File: src/rtl/adau_i2s_tx.sv
// I2S transmitter for the ADAU codec DAC path.
// Produces bclk/lrclk/sdata from a single-entry holding register fed by a
// valid/ready handshake. A frame is 64 bit clocks: left slot (lrclk=0) then
// right slot (lrclk=1), each 32 bits with a one-bit I2S delay before the MSB.
module adau_i2s_tx #(
  parameter int unsigned CLK_DIV = 4,   // bclk half-period in clk cycles (2..255)
  parameter int unsigned DATA_W  = 24   // sample width (16..31)
) (
  input  logic              clk,
  input  logic              reset_n,
  input  logic              enable,
  input  logic [DATA_W-1:0] left_in,
  input  logic [DATA_W-1:0] right_in,
  input  logic              valid,
  output logic              ready,
  output logic              bclk,
  output logic              lrclk,
  output logic              sdata,
  output logic              underrun
);

  localparam logic [0:0] S_IDLE = 1'b0;
  localparam logic [0:0] S_RUN  = 1'b1;

  localparam logic [7:0] DivLast  = 8'(CLK_DIV - 1);
  localparam logic [5:0] DataLast = 6'(DATA_W);

  logic [0:0]        state_q, state_d;
  logic [7:0]        div_q, div_d;
  logic              bclk_q, bclk_d;
  logic [5:0]        bit_cnt_q, bit_cnt_d;
  logic              lrclk_q, lrclk_d;
  logic              sdata_q, sdata_d;
  logic              underrun_q, underrun_d;
  logic              hold_full_q, hold_full_d;
  logic [DATA_W-1:0] hold_l_q, hold_l_d;
  logic [DATA_W-1:0] hold_r_q, hold_r_d;
  logic [DATA_W-1:0] sr_l_q, sr_l_d;
  logic [DATA_W-1:0] sr_r_q, sr_r_d;

  logic       div_tc;
  logic       bclk_fall;
  logic       wrap;
  logic       frame_start;
  logic       go_idle;
  logic       accept;
  logic [5:0] bit_nxt;
  logic [4:0] slot;
  logic       data_bit;

  // Event decode: divider terminal count, bclk falling edge, frame boundaries.
  always_comb begin
    div_tc      = (state_q == S_RUN) && (div_q == DivLast);
    bclk_fall   = div_tc && bclk_q;
    wrap        = bclk_fall && (bit_cnt_q == 6'd63);
    // Leaving idle counts as a frame start, as does the 63->0 wrap while enabled.
    frame_start = enable && ((state_q == S_IDLE) || wrap);
    go_idle     = wrap && !enable;
    accept      = valid && !hold_full_q;
    bit_nxt     = bit_cnt_q + 6'd1;
    slot        = bit_nxt[4:0];
    // Slot bit 0 is the I2S one-bit delay; bits past DATA_W are zero padding.
    data_bit    = (slot != 5'd0) && ({1'b0, slot} <= DataLast);
  end

  // Next-state for the serializer: divider, bit clock, counters and shift registers.
  always_comb begin
    state_d    = state_q;
    div_d      = div_q;
    bclk_d     = bclk_q;
    bit_cnt_d  = bit_cnt_q;
    lrclk_d    = lrclk_q;
    sdata_d    = sdata_q;
    underrun_d = 1'b0;
    sr_l_d     = sr_l_q;
    sr_r_d     = sr_r_q;

    if (frame_start) begin
      state_d    = S_RUN;
      div_d      = 8'd0;
      bclk_d     = 1'b0;
      bit_cnt_d  = 6'd0;
      lrclk_d    = 1'b0;
      sdata_d    = 1'b0;
      sr_l_d     = hold_full_q ? hold_l_q : '0;
      sr_r_d     = hold_full_q ? hold_r_q : '0;
      underrun_d = !hold_full_q;
    end else if (go_idle) begin
      state_d   = S_IDLE;
      div_d     = 8'd0;
      bclk_d    = 1'b0;
      bit_cnt_d = 6'd0;
      lrclk_d   = 1'b1;
      sdata_d   = 1'b0;
    end else if (state_q == S_RUN) begin
      if (div_tc) begin
        div_d  = 8'd0;
        bclk_d = !bclk_q;
        // lrclk/sdata only move on the falling edge so the codec samples stable data.
        if (bclk_fall) begin
          bit_cnt_d = bit_nxt;
          lrclk_d   = bit_nxt[5];
          if (!data_bit) begin
            sdata_d = 1'b0;
          end else if (bit_nxt[5]) begin
            sdata_d = sr_r_q[DATA_W-1];
            sr_r_d  = {sr_r_q[DATA_W-2:0], 1'b0};
          end else begin
            sdata_d = sr_l_q[DATA_W-1];
            sr_l_d  = {sr_l_q[DATA_W-2:0], 1'b0};
          end
        end
      end else begin
        div_d = div_q + 8'd1;
      end
    end
  end

  // Holding register: filled on handshake, drained by the frame-start copy.
  always_comb begin
    hold_l_d = hold_l_q;
    hold_r_d = hold_r_q;
    if (accept) begin
      hold_l_d = left_in;
      hold_r_d = right_in;
    end
    // A copy and a new accept in the same cycle leave the register full.
    hold_full_d = accept || (hold_full_q && !frame_start);
  end

  // State registers with asynchronous reset.
  always_ff @(posedge clk or negedge reset_n) begin
    if (!reset_n) begin
      state_q     <= S_IDLE;
      div_q       <= 8'd0;
      bclk_q      <= 1'b0;
      bit_cnt_q   <= 6'd0;
      lrclk_q     <= 1'b1;
      sdata_q     <= 1'b0;
      underrun_q  <= 1'b0;
      hold_full_q <= 1'b0;
      hold_l_q    <= '0;
      hold_r_q    <= '0;
      sr_l_q      <= '0;
      sr_r_q      <= '0;
    end else begin
      state_q     <= state_d;
      div_q       <= div_d;
      bclk_q      <= bclk_d;
      bit_cnt_q   <= bit_cnt_d;
      lrclk_q     <= lrclk_d;
      sdata_q     <= sdata_d;
      underrun_q  <= underrun_d;
      hold_full_q <= hold_full_d;
      hold_l_q    <= hold_l_d;
      hold_r_q    <= hold_r_d;
      sr_l_q      <= sr_l_d;
      sr_r_q      <= sr_r_d;
    end
  end

  // Registered outputs; ready reflects an empty holding register.
  always_comb begin
    ready    = !hold_full_q;
    bclk     = bclk_q;
    lrclk    = lrclk_q;
    sdata    = sdata_q;
    underrun = underrun_q;
  end

endmodule

File: config.mk
export PLATFORM = sky130hd
export DESIGN_NAME = adau_i2s_tx
export DESIGN_NICKNAME = d
export VERILOG_FILES = /design/src/rtl/adau_i2s_tx.sv
export SDC_FILE = /design/constraint.sdc
export NUM_CORES = 1
export LEC_CHECK = 0
export ABC_AREA = 0
export ABC_CLOCK_PERIOD_IN_PS = 2460
export CORE_UTILIZATION = 56
export CTS_CLUSTER_DIAMETER = 120
export DETAILED_ROUTE_END_ITERATION = 16
export PLACE_DENSITY = 0.89
export SYNTH_ARGS = -nofsm -noshare
export SYNTH_HDL_FRONTEND = slang
export SYNTH_SLANG_ARGS = --single-unit
File: constraint.sdc
create_clock -name clk -period 2.46 [get_ports clk]
set_input_delay 0.246 -clock clk [delete_from_list [all_inputs] [get_ports clk]]
set_output_delay 0.246 -clock clk [all_outputs]
set_load 0.05 [all_outputs]
; Yosys cells after proc, flatten, opt, wreduce, memory -nomap -nowiden
; Cells that the tools add are included.
; W data, S select, Z words.
[word_totals]
reg_bits = 116
inputBits = 52
[classes]
n_addsub = 2
magnitude_cmp = 1
n_eq_ne = 4
n_mux = 44
bitwise = 1
reduce_logical = 28
[ops]
columns = op, count
row1 = $mux W24, 16
row2 = $mux W8, 4
row3 = $mux W6, 5
row4 = $mux W1, 19
row5 = $reduce_and A6 Y1, 2
row6 = $reduce_bool A2 Y1, 6
row7 = $reduce_bool A3 Y1, 3
row8 = $add A8 B1 Y8 const B, 1
row9 = $eq A8 B2 Y1 const B, 1
row10 = $logic_and A1 B1 Y1, 8
row11 = $add A6 B1 Y6 const B, 1
row12 = $eq A6 B6 Y1 const B, 1
row13 = $le A5 B5 Y1 const B, 1
row14 = $reduce_bool A5 Y1, 1
row15 = $logic_not A1 Y1, 4
row16 = $ne A2 B2 Y1 const B, 2
row17 = $reduce_and A3 Y1, 1
row18 = $logic_or A1 B1 Y1, 2
row19 = $reduce_and A2 Y1, 1
row20 = $not A1 Y1, 1

; Depth between registers and ports, before layout
[depth]
ltp_word = 9
mapped_depth = 8
ltp_nobuf = 5

; Worst setup path after synthesis
; Ideal clock, no wire load.
[synth_path]
path_kind = reg-to-reg
from = register bclk_q (netlist: bclk)
to = register sr_l_q[5]
setup_ps = 127
arrival_time_ps = 1890
required_ps = 2333
setup_slack_ps = 443
stages_incl_launch_ff = 7
path_cell_list = dfrtp_1 > and4_1 > a41o_1 > buf_4 > clkbuf_1 > and3_1 > o32a_2
[synth_between]
elab_chain_len = 6
[synth_rtl]
columns = element, line
row1 = from (decl), 30  ; logic bclk_q, bclk_d;
row2 = from (signal assigned), 149  ; bclk_q <= bclk_d;
row3 = $logic_and A1 B1 Y1 *, 54  ; bclk_fall = div_tc && bclk_q;
row4 = $logic_and A1 B1 Y1, 55  ; wrap = bclk_fall && (bit_cnt_q == 6'd63);
row5 = $logic_or A1 B1 Y1, 57  ; frame_start = enable && ((state_q == S_IDLE) || wrap);
row6 = $logic_and A1 B1 Y1, 57
row7 = $ne A2 B2 Y1 (no line) or $reduce_bool A2 Y1 (tied branches), -
row8 = $reduce_and A6 Y1 (no line), -
row9 = to (signal assigned), 157  ; sr_l_q <= sr_l_d;
row10 = to (decl), 38  ; logic [DATA_W-1:0] sr_l_q, sr_l_d;
; Every way passes the cells marked *; elsewhere a longest branch is shown, timed or not.
; A chain may end at the register's enable or synchronous reset.

; Final worst setup path
[layout_path]
from = register div_q[0]
to = register sr_r_q[16]
[layout_between]
elab_chain_len = 8
[layout_rtl]
columns = element, line
row1 = from (decl), 29  ; logic [7:0] div_q, div_d;
row2 = from (signal assigned), 148  ; div_q <= div_d;
row3 = $eq A8 B2 Y1 *, 53  ; div_tc = (state_q == S_RUN) && (div_q == DivLast);
row4 = $logic_and A1 B1 Y1 *, 53
row5 = $logic_and A1 B1 Y1, 54
row6 = $logic_and A1 B1 Y1, 55
row7 = $logic_or A1 B1 Y1, 57
row8 = $logic_and A1 B1 Y1, 57
row9 = $ne A2 B2 Y1 (no line) or $reduce_bool A2 Y1 (tied branches), -
row10 = $reduce_and A6 Y1 (no line), -
row11 = to (signal assigned), 158  ; sr_r_q <= sr_r_d;
row12 = to (decl), 39  ; logic [DATA_W-1:0] sr_r_q, sr_r_d;
; Marked as above.

==> results.md <==
* Crit Path Class: reg2reg
* Met2 WL at approximately 6 mm
* CP max stage delay at 0.63 ns
* First-pass GRT wire length at just under 20 mm
* Syn Nets at just under 500
* Setup crit start kind: flop
* Final ANT Viol Nets at 0
* Worst reg2reg endpoint: sr_r_q[16]
* Hold crit path type: in2async
* Sink Count at approximately 120
* Gpl congestion at 0.8635
* CTS Buffer Depth at 2
* DRT Pass-1 Iters at 6
* Gate power share at a little over a fifth
* Crit share post-route at 94.87%
* Cell count after synthesis at 435
* CP required at 2.82 ns
* Wirelength per Cell at 19.01 µm
* Met1 wire length at 4.876 mm
* Worst-path clk slew at 0.05 ns
* Fin area at ~6500 µm²
* Critical path's slowest cell: o21ai_4
* Pwr/cell area at 986.6 nW/µm²
* Pin count of the biggest net entering global routing at 53
* Clk Latency, worst-skew pair at 0.50 ns
* Synth Warn # at 0
* Die width at slightly below 100 µm
* Setup TNS at 0 ns
* Synth area leader: dfrtp_1
* WL final at between 10 and 15 mm
* Most area-consuming cells after synthesis: dfrtp_1, mux2_2, nor2_1, o32a_2, a32oi_1
* Final net count at 545
* Core Rows at 34
* Reg2Reg Setup Slack at 0.13 ns
* Most common cell after layout, fill and taps aside: dfrtp_1
* #FFs+latches synth at 116
* Status: finished, final reports clean
* Crit path time final at about 2.3 ns
* Highest routed layer: met4
* Max Clock Freq at roughly 430 MHz
* Die height at 98.92 µm
* H-tree levels at 4
* Storage element area at 2904 µm²
* Cell variety after synth at 43
* Leakage at 0.002757 µW
* Critical Path Source: div_q[0]
* CTS tree: done
* Maximum vdd drop at roughly 0.00056 V
* Fillcell total at 554
* RSZ-0062 raised after global routing: no
* Avg Synthesized Cell Area at 12.09 µm²
* Clock Root Buffer: clkbuf_8
* Maxcap violations at 0
* Multi-input gate area at 2146 µm²
* Critical path buffers and inverters at 1
* Async S/R FF share, synth at 100.0%
* Sw frac at 28.77%
* Psw at 1834 µW
* Reg power frac at about 43%
* Met3 WL at 460 µm
* Sequential element share of the synthesized area at a little under three fifths
* DRC violations left at 0
* TritonCTS Buffers at 17
* Initial DRC count at between 300 and 400
* Main synth FF type: dfrtp_1
* Final slew viol count at 0
* Initial antenna violation count at 0
* Critical Path End Type: flop
* Final hold vios at 0
* Initial core utilization at 59.16%
* Int Pwr at 4541 µW
* HPWL after DPL at 6.982 mm
* Total core area at between 8000 and 9000 µm²
* Die area at ~9800 µm²
* Least-Margin Pin Slew at 0.8350 ns
* Vias after detailed routing at ~3800
* Critical path depth at 6
* Most frequent cells in the layout: dfrtp_1, nor2_1, clkdlybuf4s50_1
* Crit-path cells: ha_1 -> and4bb_4 -> and3_1 -> o21ai_4 -> buf_12 -> o2bb2ai_1
* Antenna Cells at 0
* CP max FO at 24
* Total Routing Usage GR at 25.75%
* RR Startpoint: div_q[0]
* Area Growth Syn to Fin at 22.84%
* Clock power frac at 35.5%
* Slew headroom at 44.33%
* Synth top area share at 54.71%
* Largest delay share family, worst path: compound AO/OA/AOI/OAI gates
* Overflow after GRT at 0
* Critical Path AT at 2.70 ns
* Area after DPL at 5913 µm²
* Number of synthesized flops with an enable pin at 0
* Critical Path End: sr_r_q[16]
* Postcts setup bufs at 0
* Vias per Instance at 6.310
* Buffers on Ports at 56
* Synthesized area at 5260 µm²
* Worst clock skew at 0.009156 ns
* R2R depth at 6
* IO Pins at 57
* Vias in the first global route at a little under 4000
* Layout cells sized above 1 at 24.10%
* Setup violators final at 0
==> synthesized netlist by cell type, types with 5 or more instances <==
| master | instances |
|---|---|
| o32a_2 | 18 |
| o21ai_0 | 7 |
| nor2_1 | 58 |
| buf_2 | 13 |
| o32a_1 | 5 |
| dfrtp_1 | 115 |
| a32oi_1 | 23 |
| nand2_1 | 14 |
| and3_1 | 26 |
| xnor2_1 | 5 |
| nand3_1 | 6 |
| a21oi_1 | 7 |
| or3_1 | 5 |
| mux2_2 | 49 |
| o2bb2ai_1 | 23 |
| buf_6 | 5 |
| clkbuf_1 | 10 |
==> what timing repair did <==
| action | 4_1_cts | 5_1_grt |
|---|---|---|
| hold buffers | 1 | 0 |
| endpoints found under the hold margin | 37 | 0 |
| setup endpoints to repair | 0 | 0 |
| gates resized for setup | 0 | 0 |
==> sequential cells by signal, summed over array words and instances (netlist names) <==
register	cells
bclk	1
bit_cnt_q	6
div_q	8
hold_full_q	1
hold_l_q	24
hold_r_q	24
lrclk	1
sdata	1
sr_l_q	24
sr_r_q	24
state_q	1
underrun	1
==> power by group through the flow <==
stage	clock network [µW]	logic (µW)	registers, µW
finish	2260	1370	2740
floorplan	0	935	2720
CTS	2300	1380	2730
detailed placement	0	1360	2750
global placement	0	1260	2720
global route	2380	1520	2800
==> stage by stage <==
step / utilization [%] / power [µW] / worst slack [ns] / instances / hold WS [ns]
after CTS: 72.67 / 6409 / 0.1426 / 606 / 0.2650
after floorplan: - / 3653 / 0.4430 / 435 / -0.04959
after detailed placement: 66.51 / 4103 / 0.1982 / 579 / 0.2591
after global routing: 72.67 / 6689 / 0.04162 / 606 / 0.3036
after global placement: 66.51 / 3986 / 0.2679 / 579 / 0.2522
final: 72.67 / 6375 / 0.1263 / 606 / 0.2670
==> routing by layer <==
layer  track usage, %  vias up
li1                 -     1730
met1            32.72     1953
met2            42.33      122
met3            6.879       19
met4            10.10        0
met5                0        -
==> cell families (layout without fill, tap and decap cells) <==
logic type,after synthesis,after routing,share of synthesized area [%]
simple gates,123,123,11.68
flops,116,116,55.21
compound gates,97,97,16.65
mux,49,49,10.49
buf+inv,40,103,4.163
xor+xnor,8,8,1.332
fa+ha+maj,2,2,0.4757
==> how the worst min path moves through the flow <==
stage / startpoint / cells after the start / to
after floorplan: reset_n / 0 / bclk
after CTS: reset_n / 2 / hold_l_q[17]
after global routing: reset_n / 2 / hold_l_q[18]
after detailed placement: reset_n / 1 / hold_l_q[17]
final: reset_n / 2 / hold_l_q[17]
after global placement: reset_n / 1 / hold_l_q[18]
==> worst reg2reg max path: stages (launching register included) <==
cell	delay, ns
dfrtp_1	0.41
ha_1	0.24
and4bb_4	0.24
and3_1	0.31
o21ai_4	0.63
buf_12	0.26
o2bb2ai_1	0.11
==> area by class of cell <==
type	count	share of cell area, %
clock buffers	20	7.049
flip-flops and latches	116	44.95
well taps	108	2.091
clock inverters	6	1.278
inverters	4	0.2324
multi-input cells	279	33.21
repair buffers	73	11.19
Power figures use the tool's default switching activity.
